$ cat config.mk
export PLATFORM = sky130hd
export DESIGN_NAME = mem_arbiter_flat
export DESIGN_NICKNAME = d
export VERILOG_FILES = /design/src/rtl/mem_arbiter_if.sv /design/src/rtl/mem_arbiter.sv /design/src/flat_wrapper.sv
export SDC_FILE = /design/constraint.sdc
export NUM_CORES = 1
export LEC_CHECK = 0
export ABC_AREA = 1
export CAP_MARGIN = 20
export CORE_MARGIN = 5
export CORE_UTILIZATION = 45
export DETAILED_ROUTE_END_ITERATION = 8
export HOLD_SLACK_MARGIN = 0.1
export PLACE_DENSITY = 0.88
export SLEW_MARGIN = 30
export SYNTH_ARGS = -nofsm -noshare
export SYNTH_HDL_FRONTEND = slang
export SYNTH_SLANG_ARGS = --single-unit
$ cat constraint.sdc
create_clock -name clk -period 2.7 [get_ports clk]
set_clock_uncertainty 0.2 [all_clocks]
set_input_delay 0.405 -clock clk [delete_from_list [all_inputs] [get_ports clk]]
set_output_delay 0.405 -clock clk [all_outputs]
set_load 0.01 [all_outputs]
$ cat src/rtl/mem_arbiter_if.sv
// Bus bundle between the two requesters (instruction/data ports), the arbiter and Memoria.
// The arbiter takes the slave modport; the requester/memory side takes the master modport.
interface mem_arbiter_if;
  logic        req0, req1;
  logic [31:0] addr0, addr1;
  logic        wr0, wr1;
  logic [31:0] wdata0, wdata1;
  logic        lock0, lock1;
  logic        gnt0, gnt1;
  logic        ack0, ack1;
  logic [31:0] rdata;
  logic [31:0] mem_addr;
  logic        mem_wr;
  logic [31:0] mem_din;
  logic [31:0] mem_dout;
  logic        lock_err;

  modport slave (
    input  req0, req1, addr0, addr1, wr0, wr1, wdata0, wdata1, lock0, lock1, mem_dout,
    output gnt0, gnt1, ack0, ack1, rdata, mem_addr, mem_wr, mem_din, lock_err
  );

  modport master (
    output req0, req1, addr0, addr1, wr0, wr1, wdata0, wdata1, lock0, lock1, mem_dout,
    input  gnt0, gnt1, ack0, ack1, rdata, mem_addr, mem_wr, mem_din, lock_err
  );
endinterface

$ cat src/rtl/mem_arbiter.sv
// Two-port round-robin memory arbiter with lock (atomic sequence) support and READ_LAT read pipeline.
// Define MEM_ARB_LOCK_TIMEOUT_EN to force-release a lock left idle for LOCK_TIMEOUT cycles.
module mem_arbiter #(
  parameter int READ_LAT     = 1,
  parameter int LOCK_TIMEOUT = 16
) (
  input  logic         clk,
  input  logic         reset,
  mem_arbiter_if.slave bus
);

  typedef enum logic [2:0] {IDLE, ACCESS, WAIT, RESP, LOCKED} state_e;

  state_e      state_q;
  logic [1:0]  gnt_q;
  logic [1:0]  ack_q;
  logic        owner_q;
  logic        last_q;
  logic        wr_q;
  logic        mem_wr_q;
  logic [31:0] mem_addr_q;
  logic [31:0] mem_din_q;
  logic [31:0] rdata_q;
  logic [2:0]  wait_cnt_q;
`ifdef MEM_ARB_LOCK_TIMEOUT_EN
  logic [7:0]  lock_cnt_q;
  logic        lock_err_q;
`endif

  logic        owner_d;
  logic        win_wr;
  logic [31:0] win_addr;
  logic [31:0] win_wdata;
  logic        cur_req;
  logic        cur_lock;

  // In IDLE the winner is chosen here; elsewhere ownership stays with the current owner.
  always_comb begin
    owner_d = owner_q;
    if (state_q == IDLE) begin
      if (bus.req0 && bus.req1) owner_d = ~last_q;
      else                      owner_d = bus.req1;
    end
    win_addr  = owner_d ? bus.addr1  : bus.addr0;
    win_wr    = owner_d ? bus.wr1    : bus.wr0;
    win_wdata = owner_d ? bus.wdata1 : bus.wdata0;
    cur_req   = owner_q ? bus.req1   : bus.req0;
    cur_lock  = owner_q ? bus.lock1  : bus.lock0;
  end

  always_ff @(posedge clk or negedge reset) begin
    if (!reset) begin
      state_q    <= IDLE;
      gnt_q      <= 2'b00;
      ack_q      <= 2'b00;
      owner_q    <= 1'b0;
      last_q     <= 1'b1;
      wr_q       <= 1'b0;
      mem_wr_q   <= 1'b0;
      mem_addr_q <= '0;
      mem_din_q  <= '0;
      rdata_q    <= '0;
      wait_cnt_q <= '0;
`ifdef MEM_ARB_LOCK_TIMEOUT_EN
      lock_cnt_q <= '0;
      lock_err_q <= 1'b0;
`endif
    end else begin
      ack_q    <= 2'b00;
      mem_wr_q <= 1'b0;
`ifdef MEM_ARB_LOCK_TIMEOUT_EN
      lock_err_q <= 1'b0;
`endif
      case (state_q)
        IDLE: begin
          if (bus.req0 || bus.req1) begin
            owner_q    <= owner_d;
            last_q     <= owner_d;
            gnt_q      <= owner_d ? 2'b10 : 2'b01;
            mem_addr_q <= win_addr;
            mem_din_q  <= win_wdata;
            wr_q       <= win_wr;
            mem_wr_q   <= win_wr;
            state_q    <= ACCESS;
          end
        end
        ACCESS: begin
          if (wr_q) begin
            ack_q   <= gnt_q;
            state_q <= RESP;
          end else begin
            wait_cnt_q <= '0;
            state_q    <= WAIT;
          end
        end
        WAIT: begin
          if (wait_cnt_q == 3'(READ_LAT - 1)) begin
            rdata_q <= bus.mem_dout;
            ack_q   <= gnt_q;
            state_q <= RESP;
          end else begin
            wait_cnt_q <= wait_cnt_q + 3'd1;
          end
        end
        RESP: begin
          if (cur_lock) begin
`ifdef MEM_ARB_LOCK_TIMEOUT_EN
            lock_cnt_q <= '0;
`endif
            state_q <= LOCKED;
          end else begin
            gnt_q   <= 2'b00;
            state_q <= IDLE;
          end
        end
        LOCKED: begin
          // A dropped lock takes priority over a new request from the owner.
          if (!cur_lock) begin
            gnt_q   <= 2'b00;
            state_q <= IDLE;
          end else if (cur_req) begin
            mem_addr_q <= win_addr;
            mem_din_q  <= win_wdata;
            wr_q       <= win_wr;
            mem_wr_q   <= win_wr;
            state_q    <= ACCESS;
          end
`ifdef MEM_ARB_LOCK_TIMEOUT_EN
          else if (lock_cnt_q == 8'(LOCK_TIMEOUT - 1)) begin
            gnt_q      <= 2'b00;
            lock_err_q <= 1'b1;
            last_q     <= owner_q;
            state_q    <= IDLE;
          end else begin
            lock_cnt_q <= lock_cnt_q + 8'd1;
          end
`endif
        end
        default: state_q <= IDLE;
      endcase
    end
  end

  assign bus.gnt0     = gnt_q[0];
  assign bus.gnt1     = gnt_q[1];
  assign bus.ack0     = ack_q[0];
  assign bus.ack1     = ack_q[1];
  assign bus.rdata    = rdata_q;
  assign bus.mem_addr = mem_addr_q;
  assign bus.mem_wr   = mem_wr_q;
  assign bus.mem_din  = mem_din_q;
`ifdef MEM_ARB_LOCK_TIMEOUT_EN
  assign bus.lock_err = lock_err_q;
`else
  assign bus.lock_err = 1'b0;
`endif

endmodule

$ cat src/flat_wrapper.sv
// flat-port wrapper written by rule: the top's interface ports become plain ports
module mem_arbiter_flat 
#(
  parameter int READ_LAT     = 1,
  parameter int LOCK_TIMEOUT = 16
)
  (clk, reset, bus_req0, bus_req1, bus_addr0, bus_addr1, bus_wr0, bus_wr1, bus_wdata0, bus_wdata1, bus_lock0, bus_lock1, bus_mem_dout, bus_gnt0, bus_gnt1, bus_ack0, bus_ack1, bus_rdata, bus_mem_addr, bus_mem_wr, bus_mem_din, bus_lock_err);
  mem_arbiter_if bus_i ();
  input  logic clk;
  input  logic reset;
  input wire logic [$bits(bus_i.req0)-1:0] bus_req0;
  input wire logic [$bits(bus_i.req1)-1:0] bus_req1;
  input wire logic [$bits(bus_i.addr0)-1:0] bus_addr0;
  input wire logic [$bits(bus_i.addr1)-1:0] bus_addr1;
  input wire logic [$bits(bus_i.wr0)-1:0] bus_wr0;
  input wire logic [$bits(bus_i.wr1)-1:0] bus_wr1;
  input wire logic [$bits(bus_i.wdata0)-1:0] bus_wdata0;
  input wire logic [$bits(bus_i.wdata1)-1:0] bus_wdata1;
  input wire logic [$bits(bus_i.lock0)-1:0] bus_lock0;
  input wire logic [$bits(bus_i.lock1)-1:0] bus_lock1;
  input wire logic [$bits(bus_i.mem_dout)-1:0] bus_mem_dout;
  output wire logic [$bits(bus_i.gnt0)-1:0] bus_gnt0;
  output wire logic [$bits(bus_i.gnt1)-1:0] bus_gnt1;
  output wire logic [$bits(bus_i.ack0)-1:0] bus_ack0;
  output wire logic [$bits(bus_i.ack1)-1:0] bus_ack1;
  output wire logic [$bits(bus_i.rdata)-1:0] bus_rdata;
  output wire logic [$bits(bus_i.mem_addr)-1:0] bus_mem_addr;
  output wire logic [$bits(bus_i.mem_wr)-1:0] bus_mem_wr;
  output wire logic [$bits(bus_i.mem_din)-1:0] bus_mem_din;
  output wire logic [$bits(bus_i.lock_err)-1:0] bus_lock_err;
  assign bus_i.req0 = bus_req0;
  assign bus_i.req1 = bus_req1;
  assign bus_i.addr0 = bus_addr0;
  assign bus_i.addr1 = bus_addr1;
  assign bus_i.wr0 = bus_wr0;
  assign bus_i.wr1 = bus_wr1;
  assign bus_i.wdata0 = bus_wdata0;
  assign bus_i.wdata1 = bus_wdata1;
  assign bus_i.lock0 = bus_lock0;
  assign bus_i.lock1 = bus_lock1;
  assign bus_i.mem_dout = bus_mem_dout;
  assign bus_gnt0 = bus_i.gnt0;
  assign bus_gnt1 = bus_i.gnt1;
  assign bus_ack0 = bus_i.ack0;
  assign bus_ack1 = bus_i.ack1;
  assign bus_rdata = bus_i.rdata;
  assign bus_mem_addr = bus_i.mem_addr;
  assign bus_mem_wr = bus_i.mem_wr;
  assign bus_mem_din = bus_i.mem_din;
  assign bus_lock_err = bus_i.lock_err;
  mem_arbiter #(.READ_LAT(READ_LAT), .LOCK_TIMEOUT(LOCK_TIMEOUT)) u_core (.clk(clk), .reset(reset), .bus(bus_i));
endmodule
==> results_dict.tcl, run 1 <==
set metrics [dict create \
    outcome "complete, no violations" \
    synth_cell_type_count 20 \
    routed_via_density 5.039 \
    globalplace.congestion 0.8515 \
    crit_fanout 50 \
    fmax_mhz 484.0 \
    slew_headroom_pct 62.87 \
    synthTopCellsByArea "dfrtp_1 47%, nand3_1 17%, nand2_1 16%" \
    cts_buffer_depth 2 \
    nFillCells 1015 \
    crit_path_start_kind "flip-flop" \
    clk_latency_ns 0.34 \
    dr.first_iter.drc_count 466 \
    cts_setup_buffers 0 \
    cts_tree "done" \
    place_area_um2 8591 \
    routed_wirelength_um 19500 \
    critPathKind "reg -> reg" \
    ant_nets 0 \
    pwr-share-comb_pct 55.8 \
    fin_setup_tns_ns 0 \
    design_area_um2 8936 \
    pre_cts_ws_ns 0.4383 \
    finalCoreUtilization_pct 70.52 \
    fin_ws_ns 0.6337 \
    wl_per_cell_um 15.92 \
    crit_chain "nor2_2 -> nand2_2 -> nand2_2 -> buf_12 -> nand3_1 -> nand3_1 -> nand2_1" \
    post-route-period-util_pct 76.53 \
    grt_pass1_wl_um 30270 \
    finalCriticalPeriod_ns 2.066 \
    multiInputGateArea_um2 2202 \
    yosys_warnings 0 \
    drive_gt1_share_pct 5.508 \
    ff_latch_area_um2 2754 \
    tritoncts.num_buffers 9 \
    synth_area_um2 5816 \
    dieHeight_um 123.7 \
    finalMaxSlewViolations 0 \
    crit_start "u_core.state_q[0]" \
    core_um2 12670 \
    area_growth_pct 53.66 \
    hold_start "u_core.last_q" \
    p_switching_uw 4179 \
    dp_hpwl_um 14510 \
    seqPwrFrac_pct 29.5 \
    worstSetupEndpointType "flip-flop" \
    grt_use_total_pct 25.18 \
    cp_slowest_stage_delay_ns 0.47 \
    rows 41 \
    post-synth-top-count-cell "nand2_1" \
    yosysSeqAreaShare_pct 47.35 \
    synthArstFlopShare_pct 100.0 \
    fin_nets 1218 \
    io_buffers 268 \
    drv_cap 0 \
    io_pins 270 \
    hold_path.class "reg -> reg" \
    synth_fp_nets 973 \
    cts_max_level 3 \
    syn_area_per_cell_um2 7.242 \
    start_util_pct 45.90 \
    p_int_uw 5869 \
    irDropWorstVdd_uv 599.3 \
    synth_common_cells "254 x nand2_1, 201 x nand3_1, 143 x inv_1, 109 x dfrtp_1, 23 x buf_2" \
    grt_overflow 0 \
    synthCells 803 \
    grt_max_degree 54 \
    r2r_slack_ns 0.63 \
    synth_edf_count 0 \
    yosysTopAreaCell "dfrtp_1" \
    cp_slowest_cell "dfrtp_1" \
    dieArea_um2 15300 \
    grt_pass1_vias 6296 \
    cts_num_sinks 110 \
    setup-violations-final 0 \
    grt_setup_unrepaired "false" \
    dr.pass1.iters 5 \
    synth_seq_cells 110 \
    p_clk_share_pct 14.7 \
    hold_viol 0 \
    power.share.switching_pct 41.59 \
    powerDensity_nw_per_um2 1124 \
    worstReg2RegStart "u_core.state_q[0]" \
    clkTransAtPathRegs_ns 0.07 \
    crit_family "simple AND/OR/NAND/NOR gates" \
    antenna_cells 0 \
    ys.flop_type "dfrtp_1" \
    power_uw 10050 \
    worstPathRequired_ns 2.73 \
    arrival_ns 2.10 \
    p_leak_uw 0.004755 \
    max_slew.worst_pin.slew_ns 0.5570 \
    antenna_found_initial 0 \
    vias 6173 \
    clockRootBuffer "clkbuf_16" \
    synth_top_area_share_pct 46.90 \
    worstPathBufferInverterCount 1 \
    drcViolationCount 0 \
    die_width_um 123.7 \
]
-- repair_timing --
| item | 4_1_cts | 5_1_grt |
|---|---|---|
| hold endpoints to repair | 29 | 0 |
| hold buffers | 1 | 0 |
| resized for setup | 0 | 0 |
-- stage by stage --
step,hold WS [ns],std cells
2_1_floorplan,-0.09059,803
3_3_place_gp,0.1657,1208
3_5_place_dp,0.1671,1208
4_1_cts,0.2707,1225
5_1_grt,0.2920,1225
6_report,0.2747,1225
-- worst reg2reg max path, delay by kind of cell, from the launching register on --
family,cells,cell delay [ns]
buffers and inverters,1,0.31
flip-flops,1,0.47
AND/OR/NAND/NOR,6,0.98
-- state kept, by name (all words and copies together) (netlist names) --
name	cells
u_core.bus.rdata	32
u_core.gnt_q	2
u_core.bus.mem_addr	32
u_core.bus.mem_wr	1
u_core.ack_q	2
u_core.wr_q	1
u_core.bus.mem_din	32
u_core.state_q	3
u_core.last_q	1
u_core.wait_cnt_q	3
u_core.owner_q	1
-- routing by layer --
metal  track usage [%]  wire length [um]  share of wire (%)  up-vias
met5                 0                 0                  0        -
met4             10.31               567                2.9        0
met3             8.265              2176                 11       40
met1             29.32              7301                 37     2890
met2             42.72              9458                 48      310
li1                  -                 -                  -     2933
-- cell usage in the layout, fill, tap and decap left out, types with 3 or more instances in the layout --
cell             Yosys  layout
dfrtp_1            109     109
clkbuf_16            0       9
inv_2                6       6
buf_12               0       6
nor2_1              11      11
o21ai_0              4       4
buf_4               10       9
nand2_2             13      15
nand2_1            254     252
nor2_2               4       4
inv_1              143     143
clkdlybuf4s50_1      0     267
clkbuf_8             0       3
nand3_1            201     200
-- layout make-up --
class | instances | share of cell area [%]
inverter | 149 | 6.259
timing repair buffer | 283 | 32.12
clock inverter | 3 | 0.7281
clock buffer | 13 | 3.024
multi-input combinational | 495 | 24.64
tap | 172 | 2.408
sequential | 110 | 30.82
-- power by group through the flow --
| stage | clock, uW | sequential (uW) | combinational (uW) |
|---|---|---|---|
| 4_1_cts | 1500 | 2960 | 5650 |
| 3_3_place_gp | 0 | 2940 | 5460 |
| 6_report | 1480 | 2960 | 5610 |
| 2_1_floorplan | 0 | 3260 | 2770 |
| 3_5_place_dp | 0 | 2950 | 5630 |
| 5_1_grt | 1580 | 3060 | 6150 |
-- cell families after synthesis --
group / Yosys count / share of synthesized area (%)
AO/OA/AOI/OAI: 5 / 0.4302
XOR/XNOR: 1 / 0.1506
AND/OR/NAND/NOR: 486 / 36.62
adder cells (fa/ha/maj): 2 / 0.4302
other: 1 / 0.06448
buffers and inverters: 198 / 14.95
flip-flops: 110 / 47.35
-- worst paths after layout --
check,to,cells after the start
setup / recovery,u_core.bus.mem_addr[2],7
hold / removal,u_core.last_q,2
setup reg to reg,u_core.bus.mem_addr[2],7
hold reg to reg,u_core.last_q,2
max in group asynchronous,u_core.bus.rdata[27],3
min in group asynchronous,u_core.bus.rdata[1],2
(Power assumes the default switching activity.)
==> inputs of run 2 (changes only) <==
CORE_UTILIZATION = 38   (was 45)
PLACE_DENSITY = 0.8   (was 0.88)
clock period = 1.7 ns   (was 2.7 ns; I/O delays follow)
==> results_dict.tcl, run 2 (same netlist as run 1, synthesis figures left out) <==
set metrics [dict create \
    crit_fanout 1 \
    cts_tree "done" \
    clkTransAtPathRegs_ns 0.08 \
    grt_pass1_wl_um 31350 \
    mostFrequentLayoutCells "249 x nand2_1, 200 x nand3_1, 168 x clkdlybuf4s50_1" \
    finalCriticalPeriod_ns 1.660 \
    fin_setup_tns_ns 0 \
    globalplace.congestion 0.8102 \
    io_buffers 268 \
    final_common_cell "nand2_1" \
    grt_use_total_pct 21.89 \
    grt_pass1_vias 6157 \
    p_clk_share_pct 14.1 \
    fin_hold_ws_ns 0.2229 \
    drcViolationCount 0 \
    critPathKind "reg -> out" \
    core_um2 15090 \
    grt_max_degree 70 \
    routed_wirelength_um 20660 \
    routed_via_density 4.878 \
    crit_chain "clkdlybuf4s50_1" \
    wl_per_cell_um 16.27 \
    arrival_ns 1.21 \
    worstPathRequired_ns 1.24 \
    start_util_pct 38.54 \
    cts_buffer_depth 2 \
    grt_overflow 0 \
    outcome "complete, no violations" \
    crit_path_start_kind "flip-flop" \
    crit_family "buffers and inverters" \
    wl_met3_um 2286 \
    seqPwrFrac_pct 28.0 \
    dp_hpwl_um 14220 \
    antenna_found_initial 0 \
    rows 45 \
    worstSetupEndpointType "primary output" \
    top_layer_used "met4" \
    tritoncts.num_buffers 9 \
    p_switching_uw 7072 \
    dieHeight_um 133.7 \
    cts_max_level 3 \
    power.share.switching_pct 42.75 \
    area_growth_pct 60.74 \
    pwr-share-comb_pct 57.9 \
    max_slew.worst_pin.slew_ns 0.5364 \
    grt_setup_unrepaired "true" \
    slew_headroom_pct 64.24 \
    irDropWorstVdd_uv 935.5 \
    die_width_um 133.7 \
    finalMaxSlewViolations 0 \
    setup-violations-final 0 \
    p_int_uw 9471 \
    powerDensity_nw_per_um2 1770 \
    hold_path.class "in -> reg" \
    vias 6195 \
    fin_nets 1247 \
    drv_cap 0 \
    hold_viol 0 \
    nFillCells 1328 \
    cp_slowest_stage_delay_ns 0.53 \
    dieArea_um2 17880 \
    clk_latency_ns 0.35 \
    post-route-period-util_pct 97.65 \
    io_pins 270 \
    cp_slowest_cell "clkdlybuf4s50_1" \
    clockRootBuffer "clkbuf_16" \
    met2WireLength_um 9823 \
    dr.pass1.iters 5 \
    drt-met1-wl_um 8191 \
    fmax_mhz 602.4 \
    worstPathBufferInverterCount 1 \
    drive_gt1_share_pct 8.872 \
    p_leak_uw 0.005250 \
    ant_nets 0 \
    dr.first_iter.drc_count 414 \
    cts_num_sinks 110 \
    antenna_cells 0 \
]
[run 2: cell types whose count changed in the layout (fill, tap and decap cells not counted), moves of 4 or more]
cell and change:
clkdlybuf4s50_1 -99, dlygate4sd2_1 +95, buf_4 +12, buf_12 +9, clkbuf_16 +6, dlymetal6s2s_1 +4
inv_6 +4
[run 2: layout make-up]
class	count	area, um2	share of cell area (%)
clock buffer	9	225.2	2.409
clock inverter	7	102.6	1.098
inverter	149	571.8	6.117
multi-input combinational	495	2237	23.93
sequential	110	2755	29.47
tap	188	235.2	2.516
timing repair buffer	312	3221	34.45
[run 2: metal layers]
layer,up-vias,global-route usage [%]
met2,320,37.23
met5,-,0
met1,2864,26.05
li1,2985,-
met4,0,6.800
met3,26,7.666
[run 2: path summary, 6_finish.rpt]
kind	cells past startpoint	slack, ns	start	end
max	1	0.04	u_core.ack_q[0]	bus_ack0
min	3	0.22	bus_mem_dout[7]	u_core.bus.rdata[7]
max reg2reg	9	0.04	u_core.state_q[0]	u_core.wr_q
min reg2reg	2	0.28	u_core.bus.mem_addr[28]	u_core.bus.mem_addr[28]
max in group asynchronous	3	0.54	reset	u_core.bus.rdata[9]
min in group asynchronous	3	0.30	reset	u_core.bus.mem_addr[12]
[run 2: what timing repair did]
item,4_1_cts,5_1_grt
pin swaps,0,4
gates resized for setup,97,21
hold buffers,1,0
cloned,1,7
endpoints found under the hold margin,110,0
endpoints found under the setup margin,105,106
buffers inserted,2,5
[run 2: stage by stage]
| stage | area [um2] | setup slack (ns) | std cells | util, % | total power, uW |
|---|---|---|---|---|---|
| 3_5_place_dp | 8823 | -0.2282 | 1239 | 58.47 | 14240 |
| 2_1_floorplan | 5816 | 0.1143 | 803 | - | 9579 |
| 6_report | 9348 | 0.03994 | 1270 | 61.95 | 16540 |
| 3_3_place_gp | 8823 | -0.1972 | 1239 | 58.47 | 14000 |
| 5_1_grt | 9348 | -0.04785 | 1270 | 61.95 | 17820 |
| 4_1_cts | 9095 | -0.002002 | 1259 | 60.27 | 15990 |
[run 2: power groups by stage]
stage	clock, uW	sequential [uW]	combinational (uW)
2_1_floorplan	0	5180	4400
3_3_place_gp	0	4670	9340
3_5_place_dp	0	4690	9540
4_1_cts	2380	4630	8980
5_1_grt	2480	4790	10500
6_report	2330	4630	9580
==> inputs of run 3 (changes only) <==
CAP_MARGIN = not set   (was 20)
==> results of run 3 <==
The final DEF is identical to that of run 2; final timing and power are the same.
